## src/rtl/hamming_pkg.sv

```systemverilog
// Shared definitions for the Hamming(7,4)+overall-parity controller:
// FSM states, codeword bit positions, syndrome masks and the encoder.
package hamming_pkg;

  typedef enum logic [2:0] {
    REPOSO      = 3'd0,
    CODIFICAR   = 3'd1,
    INYECTAR    = 3'd2,
    DECODIFICAR = 3'd3,
    CORREGIR    = 3'd4,
    REPORTAR    = 3'd5
  } estado_t;

  localparam int POS_P1 = 0;
  localparam int POS_P2 = 1;
  localparam int POS_D0 = 2;
  localparam int POS_P4 = 3;
  localparam int POS_D1 = 4;
  localparam int POS_D2 = 5;
  localparam int POS_D3 = 6;
  localparam int POS_PT = 7;

  // Each syndrome bit is the parity of the received bits selected by its mask
  localparam logic [7:0] MASCARA_S1 = 8'h55;
  localparam logic [7:0] MASCARA_S2 = 8'h66;
  localparam logic [7:0] MASCARA_S3 = 8'h78;

  function automatic logic [7:0] codificar(input logic [3:0] d);
    logic [7:0] w;
    w         = '0;
    w[POS_D0] = d[0];
    w[POS_D1] = d[1];
    w[POS_D2] = d[2];
    w[POS_D3] = d[3];
    w[POS_P1] = d[0] ^ d[1] ^ d[3];
    w[POS_P2] = d[0] ^ d[2] ^ d[3];
    w[POS_P4] = d[1] ^ d[2] ^ d[3];
    w[POS_PT] = ^w[6:0];
    return w;
  endfunction

  function automatic logic [2:0] sindrome_de(input logic [7:0] r);
    return {^(r & MASCARA_S3), ^(r & MASCARA_S2), ^(r & MASCARA_S1)};
  endfunction

endpackage

```

## src/rtl/hamming_nucleo.sv

```systemverilog
// Combinational SECDED core: encodes a nibble, and for a received codeword
// produces the syndrome, the error class and the corrected nibble.
module hamming_nucleo
  import hamming_pkg::*;
(
  input  logic [3:0] dato,
  output logic [7:0] palabra,
  input  logic [7:0] recibido,
  output logic [2:0] sindrome,
  output logic       simple,
  output logic       doble,
  output logic [3:0] corregido
);

  logic       st;
  logic [7:0] volteo;
  logic [7:0] reparado;

  always_comb begin
    palabra  = codificar(dato);
    sindrome = sindrome_de(recibido);
    st       = ^recibido;
    simple   = st;
    doble    = !st && (sindrome != 3'd0);
    volteo   = '0;
    // A zero syndrome with odd overall parity means the parity bit itself flipped
    if (st) begin
      if (sindrome == 3'd0) volteo[POS_PT] = 1'b1;
      else                  volteo[sindrome - 3'd1] = 1'b1;
    end
    reparado  = recibido ^ volteo;
    corregido = {reparado[POS_D3], reparado[POS_D2], reparado[POS_D1], reparado[POS_D0]};
  end

endmodule

```

## src/rtl/control_hamming.sv

```systemverilog
// Handshaked SECDED encode/inject/decode controller with error counters.
// Define HAMMING_CONTADORES_EN to build the saturating error counters.
module control_hamming
  import hamming_pkg::*;
#(
  parameter int ANCHO_CONT = 8
) (
  input  logic                  reloj,
  input  logic                  reset,
  input  logic                  entrada_valida,
  output logic                  entrada_lista,
  input  logic [3:0]            dato_entrada,
  input  logic [7:0]            mascara_error,
  output logic                  salida_valida,
  input  logic                  salida_lista,
  output logic [3:0]            corregido,
  output logic [2:0]            sindrome,
  output logic                  simplerror_detectado,
  output logic                  doblerror_detectado,
  output logic [ANCHO_CONT-1:0] cont_simple,
  output logic [ANCHO_CONT-1:0] cont_doble,
  output logic                  ocupado
);

  estado_t    estado, estado_sig;
  logic       acepta;
  logic [3:0] dato_p0;
  logic [7:0] mascara_p0;
  logic [7:0] palabra_p1;
  logic [7:0] recibido_p2;
  logic [2:0] sindrome_p3;
  logic       simple_p3;
  logic       doble_p3;

  logic [7:0] palabra_n;
  logic [2:0] sindrome_n;
  logic       simple_n;
  logic       doble_n;
  logic [3:0] corregido_n;

  hamming_nucleo u_nucleo (
    .dato      (dato_p0),
    .palabra   (palabra_n),
    .recibido  (recibido_p2),
    .sindrome  (sindrome_n),
    .simple    (simple_n),
    .doble     (doble_n),
    .corregido (corregido_n)
  );

  assign entrada_lista = (estado == REPOSO);
  assign acepta        = entrada_valida && entrada_lista;
  assign salida_valida = (estado == REPORTAR);
  assign ocupado       = (estado != REPOSO);

  always_ff @(posedge reloj or posedge reset) begin
    if (reset) estado <= REPOSO;
    else       estado <= estado_sig;
  end

  always_comb begin
    estado_sig = estado;
    case (estado)
      REPOSO:      if (acepta) estado_sig = CODIFICAR;
      CODIFICAR:   estado_sig = INYECTAR;
      INYECTAR:    estado_sig = DECODIFICAR;
      DECODIFICAR: estado_sig = CORREGIR;
      CORREGIR:    estado_sig = REPORTAR;
      REPORTAR:    if (salida_lista) estado_sig = REPOSO;
      default:     estado_sig = REPOSO;
    endcase
  end

  // p0 capture -> p1 encode -> p2 inject -> p3 syndrome/class
  always_ff @(posedge reloj) begin
    if (acepta) begin
      dato_p0    <= dato_entrada;
      mascara_p0 <= mascara_error;
    end
    if (estado == CODIFICAR) palabra_p1 <= palabra_n;
    if (estado == INYECTAR)  recibido_p2 <= palabra_p1 ^ mascara_p0;
    if (estado == DECODIFICAR) begin
      sindrome_p3 <= sindrome_n;
      simple_p3   <= simple_n;
      doble_p3    <= doble_n;
    end
  end

  // Result registers load on CORREGIR -> REPORTAR and hold until the next word
  always_ff @(posedge reloj or posedge reset) begin
    if (reset) begin
      corregido            <= '0;
      sindrome             <= '0;
      simplerror_detectado <= 1'b0;
      doblerror_detectado  <= 1'b0;
    end else if (estado == CORREGIR) begin
      corregido            <= corregido_n;
      sindrome             <= sindrome_p3;
      simplerror_detectado <= simple_p3;
      doblerror_detectado  <= doble_p3;
    end
  end

`ifdef HAMMING_CONTADORES_EN
  function automatic logic [ANCHO_CONT-1:0] incr_saturado(input logic [ANCHO_CONT-1:0] v);
    return (&v) ? v : v + 1'b1;
  endfunction

  always_ff @(posedge reloj or posedge reset) begin
    if (reset) begin
      cont_simple <= '0;
      cont_doble  <= '0;
    end else if (estado == CORREGIR) begin
      if (simple_p3) cont_simple <= incr_saturado(cont_simple);
      if (doble_p3)  cont_doble  <= incr_saturado(cont_doble);
    end
  end
`else
  assign cont_simple = '0;
  assign cont_doble  = '0;
`endif

endmodule

```

## config.mk

```make
export PLATFORM = sky130hd
export DESIGN_NAME = control_hamming
export DESIGN_NICKNAME = d
export VERILOG_FILES = /design/src/rtl/hamming_pkg.sv /design/src/rtl/hamming_nucleo.sv /design/src/rtl/control_hamming.sv
export SDC_FILE = /design/constraint.sdc
export NUM_CORES = 1
export LEC_CHECK = 0
export ABC_AREA = 1
export ABC_CLOCK_PERIOD_IN_PS = 2600
export CAP_MARGIN = 10
export CORE_MARGIN = 3
export CORE_UTILIZATION = 51
export CTS_CLUSTER_DIAMETER = 200
export DETAILED_ROUTE_END_ITERATION = 16
export PLACE_DENSITY = 0.83
export SYNTH_ARGS = -nofsm -noshare
export SYNTH_HDL_FRONTEND = slang
export SYNTH_SLANG_ARGS = --single-unit
```

## constraint.sdc

```tcl
create_clock -name reloj -period 2.6 [get_ports reloj]
set_clock_uncertainty 0.1 [all_clocks]
set_input_delay 0.65 -clock reloj [delete_from_list [all_inputs] [get_ports reloj]]
set_output_delay 0.65 -clock reloj [all_outputs]
set_load 0.02 [all_outputs]
```

==> results of run 1 <==
## cell families (layout without fill, tap and decap cells)
group | count (synthesis) | after routing | share of synthesized area (%)
simple gates | 102 | 102 | 19.56
buf+inv | 51 | 69 | 12.18
fa+ha+maj | 2 | 2 | 1.102
xor+xnor | 24 | 24 | 9.587
compound gates | 2 | 2 | 0.5509
flops | 45 | 45 | 56.86
other cells | 1 | 16 | 0.1651
## cell type report
type,count,area [sq um],share of cell area (%)
clock inverters,1,5.005,0.1902
well taps,50,62.56,2.378
inverters,31,117.6,4.470
clock buffers,7,97.59,3.709
flip-flops and latches,45,1291,49.07
repair buffers,30,297.8,11.32
multi-input cells,146,759.5,28.86
## through the flow
step	utilization, %	std cells	hold slack, ns	cell area, sq um
global placement	60.90	302	0.3298	2524
floorplan	-	242	0.3256	2327
global route	63.50	310	0.3772	2631
finish	63.50	310	0.3499	2631
CTS	63.38	310	0.3524	2626
detailed placement	60.90	302	0.3334	2524
## path summary, 6_finish.rpt
check / start / slack, ns / endpoint
min: sindrome_p3[0] / 0.35 / sindrome[0]
max in group asynchronous: reset / 1.52 / estado[0]
max reg2reg: recibido_p2[6] / 0.26 / corregido[1]
max: estado[2] / 0.15 / salida_valida
min reg2reg: sindrome_p3[0] / 0.35 / sindrome[0]
min in group asynchronous: reset / 0.56 / corregido[0]
## registers in the layout, indices dropped and copies added (netlist names), 3 cells and up
signal,cells
palabra_p1,8
estado,3
recibido_p2,8
mascara_p0,8
sindrome,3
corregido,4
sindrome_p3,3
dato_p0,4
## power breakdown
group	switching, uW	internal (uW)	total, uW	leakage, uW
registers	172	1100	1270	0.000456
clock network	222	246	469	0.0000534
logic	793	547	1340	0.000697
total	1190	1890	3080	0.00121
## critical path, delay by kind of cell (launching register included)
family	cells	cell delay [ns]
buffers and inverters	2	0.73
AND/OR/NAND/NOR	1	0.24
flip-flops	1	0.44
## repair_timing
action	in CTS	in global routing
resized for setup	0	2
hold buffers	0	0
setup endpoints to repair	0	2
## cell usage in the layout, fill, tap and decap left out, drive strengths merged
master and instances:
nor3 4, ha 2, nand3 9, clkdlybuf4s50 25
dfrtp 12, nand3b 2, a22oi 1, o21ai 1
buf 3, edfxtp 33, dlymetal6s2s 2, or2 1
inv 29, clkbuf 7, nor2 16, xnor2 10
conb 16, nand2 70, xor2 14, clkinv 3
## layer usage
layer	part of all wire [%]	vias up	wire length, um
met5	0	-	0
met4	2.0	0	69
met3	4.5	6	155
met2	53	28	1842
met1	40	625	1404
li1	-	731	-
==> reports/metrics.cfg, run 1 <==
[timing]
rsz0062_at_grt=false
maxSlewViolCount=0
max_slew_margin_pct=49.42
fin_tns_setup_ns=0
tightestPinTransition_ns=0.7530
fmax_ghz=0.4081
hold_viol_final=0
finalSetupViolCount=0
fin_ws_ns=0.1496
period_needed_ns=2.450
fin_crit_sh_pct=94.25

[route]
wl_per_cell_um=11.20
remaining_drc_errors=0
totalWireLength_um=3472
drt_first_pass_iters=4
viasPerCell=4.484
ant_nets=0
drt_iter0_markers=73
vias=1390

[yosys]
synth_top_area_cell=edfxtp_1
ys_async_sr_fraction_pct=26.67
yosysMostFrequentCell=nand2_1
synth_cells=227
yosys_most_used_dff=edfxtp_1
yosys.area.top_type_share_pct=43.64
synth_warnings=0
synth_edf_count=33
synth_area_leaders=edfxtp_1 44%, dfrtp_1 13%, nand2_1 10%
avgSynthCellArea_sq_um=10.00
ys_ff_latch=45
syn_area_sq_um=2271
synth_common_cells=61 x nand2_1, 33 x edfxtp_1, 24 x inv_1
synth_cell_types=25
ys_seq_area_share_pct=56.86

[cts]
cts_tree=built
numCtsBuffers=5
clock-sinks=45
clk_pin_slew_ns=0.08
cts.htree.levels=2
cts_root_buffer=clkbuf_8
ctsLongestPathBuffers=2
post_cts_buffers=0
clock_latency_ns=0.29

[pwr]
report.power.total_uw=3081
leakage_uw=0.001207
irDropWorstVdd_v=0.0005458
pwr_density_cell_nw_per_um2=1171

[place]
gp_congestion=0.8504
hpwl_um=2635
dpl_worst_slack_ns=0.2723
portBuffers=27

[grt]
grt_pass1_wl_um=5816
grt_start_max_net_pins=15
globalRouteMet2Util_pct=25.75
overflow=0
grtUsageMet1_pct=16.21
grt_pass1_vias=1370
grt_usage_pct=14.58
met3_usage_pct=3.719
antenna_found_initial=0
grt_busiest_layer=met2

[setup_path]
critPathMaxStageDelay_ns=0.66
cpMaxStageDelayCell=clkdlybuf4s50_1
worst-path-max-fanout=5
path_class=flip-flop to output port
r2r_cells=11
critPathRequiredTime_ns=1.85
crit_path_start_kind=flip-flop
cp.arrival_ns=1.70
path_cells=inv_2, nor3_1, clkdlybuf4s50_1
critPathCaptureType=output port

[floorplan]
core_sq_um=4144
initial_core_util_pct=54.80
rows=23
die_area_sq_um=5290
dieHeight_um=72.73
io_pins=44
die_x_um=72.73

[finish]
antennaDiodeCount=0
area_delta_synth_final_pct=15.87
fillers=343
drive_above_1_share_pct=11.54
fin_nets=277

[hold_path]
whs_path_depth=2
hold_path_class=flip-flop to flip-flop

[run]
cap_violations=0

[status]
outcome=complete, no violations

No activity file was read; power rests on OpenSTA's default activity.
==> inputs of run 2 (changes only) <==
Settings changed: CORE_UTILIZATION 51 to 40, PLACE_DENSITY 0.83 to 0.68.
==> reports/metrics.cfg, run 2 (synthesized netlist as in run 1, its figures left out) <==
[route]
drt_first_pass_iters=4  ; unchanged
wl_per_cell_um=10.36  ; -7.5%
ant_nets=0  ; unchanged
vias=1400  ; +0.72%
totalWireLength_um=3420  ; -1.5%
remaining_drc_errors=0  ; unchanged
viasPerCell=4.242  ; -5.4%
drt_iter0_markers=89  ; +22%

[place]
portBuffers=27  ; unchanged
gp_congestion=0.8065  ; -5.2%
hpwl_um=2697  ; +2.4%
place_inst=322  ; +6.6%

[timing]
rsz0062_at_grt=false
hold_viol_final=0  ; unchanged
period_needed_ns=2.414  ; -0.03625 ns
fin_crit_sh_pct=92.85  ; -1.4 points
fmax_ghz=0.4142  ; +1.5%
finalSetupViolCount=0  ; unchanged
maxSlewViolCount=0  ; unchanged
fin_tns_setup_ns=0  ; unchanged
max_slew_margin_pct=46.37  ; -3.0 points
tightestPinTransition_ns=0.7983  ; +0.04533 ns

[setup_path]
cp.arrival_ns=1.66  ; -0.04 ns
critPathCaptureType=output port
worst-path-max-fanout=4  ; -1
path_class=flip-flop to output port
r2r_cells=11  ; unchanged
critPathRequiredTime_ns=1.85  ; about the same
reg2reg_setup_slack_ns=0.29  ; +0.03 ns
crit_path_start_kind=flip-flop
r2r_start=recibido_p2[6]
regToRegEndpoint=corregido[1]

[grt]
met3_usage_pct=3.326  ; -0.39 points
globalRouteMet2Util_pct=20.28  ; -5.5 points
grt_busiest_layer=met2
grtUsageMet1_pct=12.78  ; -3.4 points
grt_pass1_wl_um=5582  ; -4.0%
grt_start_max_net_pins=15  ; unchanged
overflow=0  ; unchanged
grt_usage_pct=11.29  ; -3.3 points
antenna_found_initial=0  ; unchanged
grt_pass1_vias=1290  ; -5.8%

[finish]
final_common_cell=nand2_1
drive_above_1_share_pct=11.54  ; unchanged
area_delta_synth_final_pct=17.30
top_regs=mascara_p0: 8 flops, palabra_p1: 8 flops, recibido_p2: 8 flops
final_cells=330  ; +6.5%
fillers=496  ; +45%
layout_common_cells=61 x nand2_1, 33 x edfxtp_1, 25 x clkdlybuf4s50_1, 24 x inv_1, 16 x conb_1
antennaDiodeCount=0  ; unchanged
fin_nets=277  ; unchanged

[status]
outcome=complete, no violations

[cts]
post_cts_buffers=0  ; unchanged
clock_latency_ns=0.29  ; about the same
clk_pin_slew_ns=0.09  ; about the same
cts.htree.levels=2  ; unchanged
numCtsBuffers=5  ; unchanged
cts_tree=built
cts_root_buffer=clkbuf_8
clock-sinks=45  ; unchanged
ctsLongestPathBuffers=2  ; unchanged

[floorplan]
rows=26  ; +13%
initial_core_util_pct=42.83  ; -12 points
dieHeight_um=81.35  ; +12%
die_x_um=81.35  ; +12%
core_sq_um=5303  ; +28%
io_pins=44  ; unchanged
die_area_sq_um=6617  ; +25%

[hold_path]
whs_path_depth=2  ; unchanged
whs_endpoint=simplerror_detectado
hold_path_class=flip-flop to flip-flop
min_from=simple_p3

[pwr]
leakage_uw=0.001218  ; +0.91%
irDropWorstVdd_v=0.0006061  ; +11%
pwr_density_cell_nw_per_um2=1167  ; -0.34%

[run]
cap_violations=0  ; unchanged

[run 2: cell types whose count changed in the layout (fill, tap and decap cells not counted), sizes merged]
cell / previous run / this run
clkbuf: 7 / 5
clkinvlp: 0 / 1
bufinv: 0 / 1
[run 2: metal layers]
layer | routed length, um | vias to the layer above | share of wire [%]
met5 | 0 | - | 0
met4 | 34 | 0 | 0.99
met3 | 150 | 4 | 4.4
met2 | 1813 | 26 | 53
met1 | 1422 | 636 | 42
li1 | - | 734 | -
[run 2: worst max-delay path by stage]
stage / slack, ns / from / cells past startpoint / end
after floorplan: 0.42 / estado[1] / 5 / dato_p0[0]
after global placement: 0.35 / recibido_p2[6] / 11 / corregido[0]
after detailed placement: 0.27 / recibido_p2[6] / 11 / corregido[1]
after CTS: 0.11 / estado[2] / 3 / salida_valida
after global routing: 0.003 / estado[1] / 5 / ocupado
final: 0.19 / estado[1] / 5 / ocupado
[run 2: repair_timing]
item	in CTS	in global routing
hold buffers	0	0
endpoints found under the hold margin	0	0
endpoints found under the setup margin	0	3
resized for setup	0	2
[run 2: worst max-delay path, cell delays in order (launching register included)]
cell             delay (ns)
dfrtp_1                0.41
nor2_1                 0.11
inv_1                  0.06
nor2_1                 0.17
inv_1                  0.08
clkdlybuf4s50_1        0.54
[run 2: metrics by stage]
stage | cell area [sq um] | setup WS, ns | hold slack (ns) | power [uW] | util [%]
after floorplan | 2327 | 0.4217 | 0.3256 | 2267 | -
after global placement | 2549 | 0.3459 | 0.3291 | 2595 | 48.07
after detailed placement | 2549 | 0.2745 | 0.3391 | 2636 | 48.07
after CTS | 2659 | 0.1063 | 0.3593 | 3152 | 50.14
after global routing | 2664 | 0.003148 | 0.3786 | 3386 | 50.24
final | 2664 | 0.1859 | 0.3555 | 3108 | 50.24
[run 2: cell type report]
class / instances / area, sq um / share of cell area (%)
flip-flops and latches: 45 / 1291 / 48.47
multi-input cells: 146 / 759.5 / 28.51
repair buffers: 30 / 297.8 / 11.18
inverters: 31 / 117.6 / 4.415
well taps: 70 / 87.58 / 3.288
clock buffers: 5 / 68.82 / 2.583
clock inverters: 3 / 41.29 / 1.550
[run 2: where the power goes]
group	switching, uW	internal, uW
Sequential	170	1100
Combinational	774	548
Clock	232	283
Total	1180	1930
==> inputs of run 3 (changes only) <==
Settings changed: CORE_MARGIN 3 to default, SLEW_MARGIN from default to 20.
==> reports/metrics.cfg, run 3 (synthesized netlist as in run 1, its figures left out) <==
[timing]
fin_crit_sh_pct=94.68  ; +1.8 points
hold_viol_final=0  ; unchanged
fmax_ghz=0.4062  ; -1.9%
tightestPinTransition_ns=0.7756  ; -0.02270 ns
period_needed_ns=2.462  ; +0.04756 ns
finalSetupViolCount=0  ; unchanged
fin_tns_setup_ns=0  ; unchanged
rsz0062_at_grt=false
max_slew_margin_pct=47.90  ; +1.5 points
maxSlewViolCount=0  ; unchanged
fin_ws_ns=0.1383  ; -0.04756 ns

[place]
gp_congestion=0.8261  ; +2.4%
dpl_worst_slack_ns=0.3048  ; +0.03035 ns
portBuffers=27  ; unchanged
hpwl_um=2432  ; -9.8%

[pwr]
swShare_pct=37.89  ; +0.041 points
irDropWorstVdd_v=0.0005878  ; -3.0%
combPwrFrac_pct=42.3  ; -0.3 points
power_frac_clock_pct=17.1  ; +0.5 points
report.power.total_uw=3131  ; +0.74%
pwr-share-seq_pct=40.6  ; -0.3 points
p_switching_uw=1186  ; +0.85%
pwr_density_cell_nw_per_um2=1174  ; +0.60%
intPower_uw=1945  ; +0.68%
leakage_uw=0.001194  ; -1.9%

[grt]
grt_pass1_vias=1294  ; +0.31%
overflow=0  ; unchanged
grt_start_max_net_pins=17  ; +2
grt_pass1_wl_um=5333  ; -4.5%
grt_usage_pct=11.24  ; -0.056 points
antenna_found_initial=0  ; unchanged

[floorplan]
core_sq_um=5473  ; +3.2%
initial_core_util_pct=41.50  ; -1.3 points
die_x_um=77.35  ; -4.9%
rows=27  ; +3.8%
io_pins=44  ; unchanged
dieHeight_um=77.35  ; -4.9%
die_area_sq_um=5982  ; -9.6%

[finish]
fin_util_pct=48.74  ; -1.5 points
layout_common_cells=61 x nand2_1, 33 x edfxtp_1, 27 x clkdlybuf4s50_1, 24 x inv_1, 16 x conb_1
fin_nets=277  ; unchanged
drive_above_1_share_pct=11.92  ; +0.38 points
area_delta_synth_final_pct=17.47
final_common_cell=nand2_1
top_regs=mascara_p0: 8 flops, palabra_p1: 8 flops, recibido_p2: 8 flops
fillers=532  ; +7.3%
antennaDiodeCount=0  ; unchanged

[setup_path]
path_cells=inv_2, nor3_1, clkdlybuf4s50_1
critical_path_buf_inv_count=2  ; -1
cpMaxStageDelayCell=clkdlybuf4s50_1
worst-path-max-fanout=5  ; +1
r2r_start=recibido_p2[6]
cp_num_cells=3  ; -2
reg2reg_setup_slack_ns=0.29  ; about the same
regToRegEndpoint=corregido[1]
critPathTopFamily=buffers and inverters
critPathMaxStageDelay_ns=0.65  ; +0.11 ns
path_class=flip-flop to output port
crit_path_end=salida_valida
critPathCaptureType=output port
critPathRequiredTime_ns=1.85  ; about the same
r2r_cells=11  ; unchanged
crit_path_start=estado[2]
crit_path_start_kind=flip-flop
cp.arrival_ns=1.71  ; +0.05 ns

[cts]
postCtsHoldBufs=0  ; unchanged
cts_tree=built
cts_root_buffer=clkbuf_8
post_cts_resize_count=0  ; unchanged
ctsLongestPathBuffers=2  ; unchanged
clock_latency_ns=0.29  ; about the same
clock-sinks=45  ; unchanged
numCtsBuffers=5  ; unchanged
post_cts_buffers=0  ; unchanged
clk_pin_slew_ns=0.09  ; about the same
cts.htree.levels=2  ; unchanged

[status]
outcome=complete, no violations

[hold_path]
min_from=doble_p3
hold_path_class=flip-flop to flip-flop

[route]
remaining_drc_errors=0  ; unchanged
totalWireLength_um=3169  ; -7.3%
viasPerCell=4.208  ; -0.82%
drt_iter0_markers=52  ; -42%
highest_layer=met4
dr_wl_met2_um=1682  ; -7.2%
drt-met1-wl_um=1368  ; -3.8%
drt_first_pass_iters=4  ; unchanged
ant_nets=0  ; unchanged
vias=1397  ; -0.21%
wl_met3_um=110  ; -27%
wl_per_cell_um=9.545  ; -7.9%

[run]
cap_violations=0  ; unchanged

-- run 3: power groups by stage --
stage	combinational [uW]	clock, uW	sequential [uW]
2_1_floorplan	963	0	1300
3_3_place_gp	1310	0	1280
3_5_place_dp	1330	0	1290
4_1_cts	1340	557	1280
5_1_grt	1480	585	1300
6_report	1320	535	1270
-- run 3: worst min-delay path by stage --
stage,cells past startpoint,endpoint,slack [ns]
floorplan,2,doblerror_detectado,0.33
global placement,2,simplerror_detectado,0.33
detailed placement,2,doblerror_detectado,0.34
CTS,2,doblerror_detectado,0.36
global route,2,sindrome[0],0.38
finish,2,doblerror_detectado,0.35
-- run 3: worst min-delay path, delay by kind of cell, from the launching register on --
family / cells / cell delay (ns)
DFF: 1 / 0.33
and+or+nand+nor: 2 / 0.10
-- run 3: area by class of cell --
type	count	area, sq um	share of cell area [%]
multi-input cells	146	759.5	28.47
inverters	31	117.6	4.409
clock inverters	3	47.55	1.782
flip-flops and latches	45	1291	48.41
repair buffers	30	292.8	10.98
clock buffers	5	68.82	2.580
well taps	72	90.09	3.377
-- run 3: per-layer routing --
metal,vias to the layer above,global-route usage (%)
met1,635,11.73
met4,0,2.830
li1,732,-
met5,-,0
met2,28,22.04
met3,2,2.824
-- run 3: stage by stage --
step           std cells  hold slack, ns  area (sq um)
2_1_floorplan        242          0.3256          2327
3_3_place_gp         324          0.3297          2551
3_5_place_dp         324          0.3394          2551
4_1_cts              332          0.3609          2668
5_1_grt              332          0.3758          2668
6_report             332          0.3536          2668
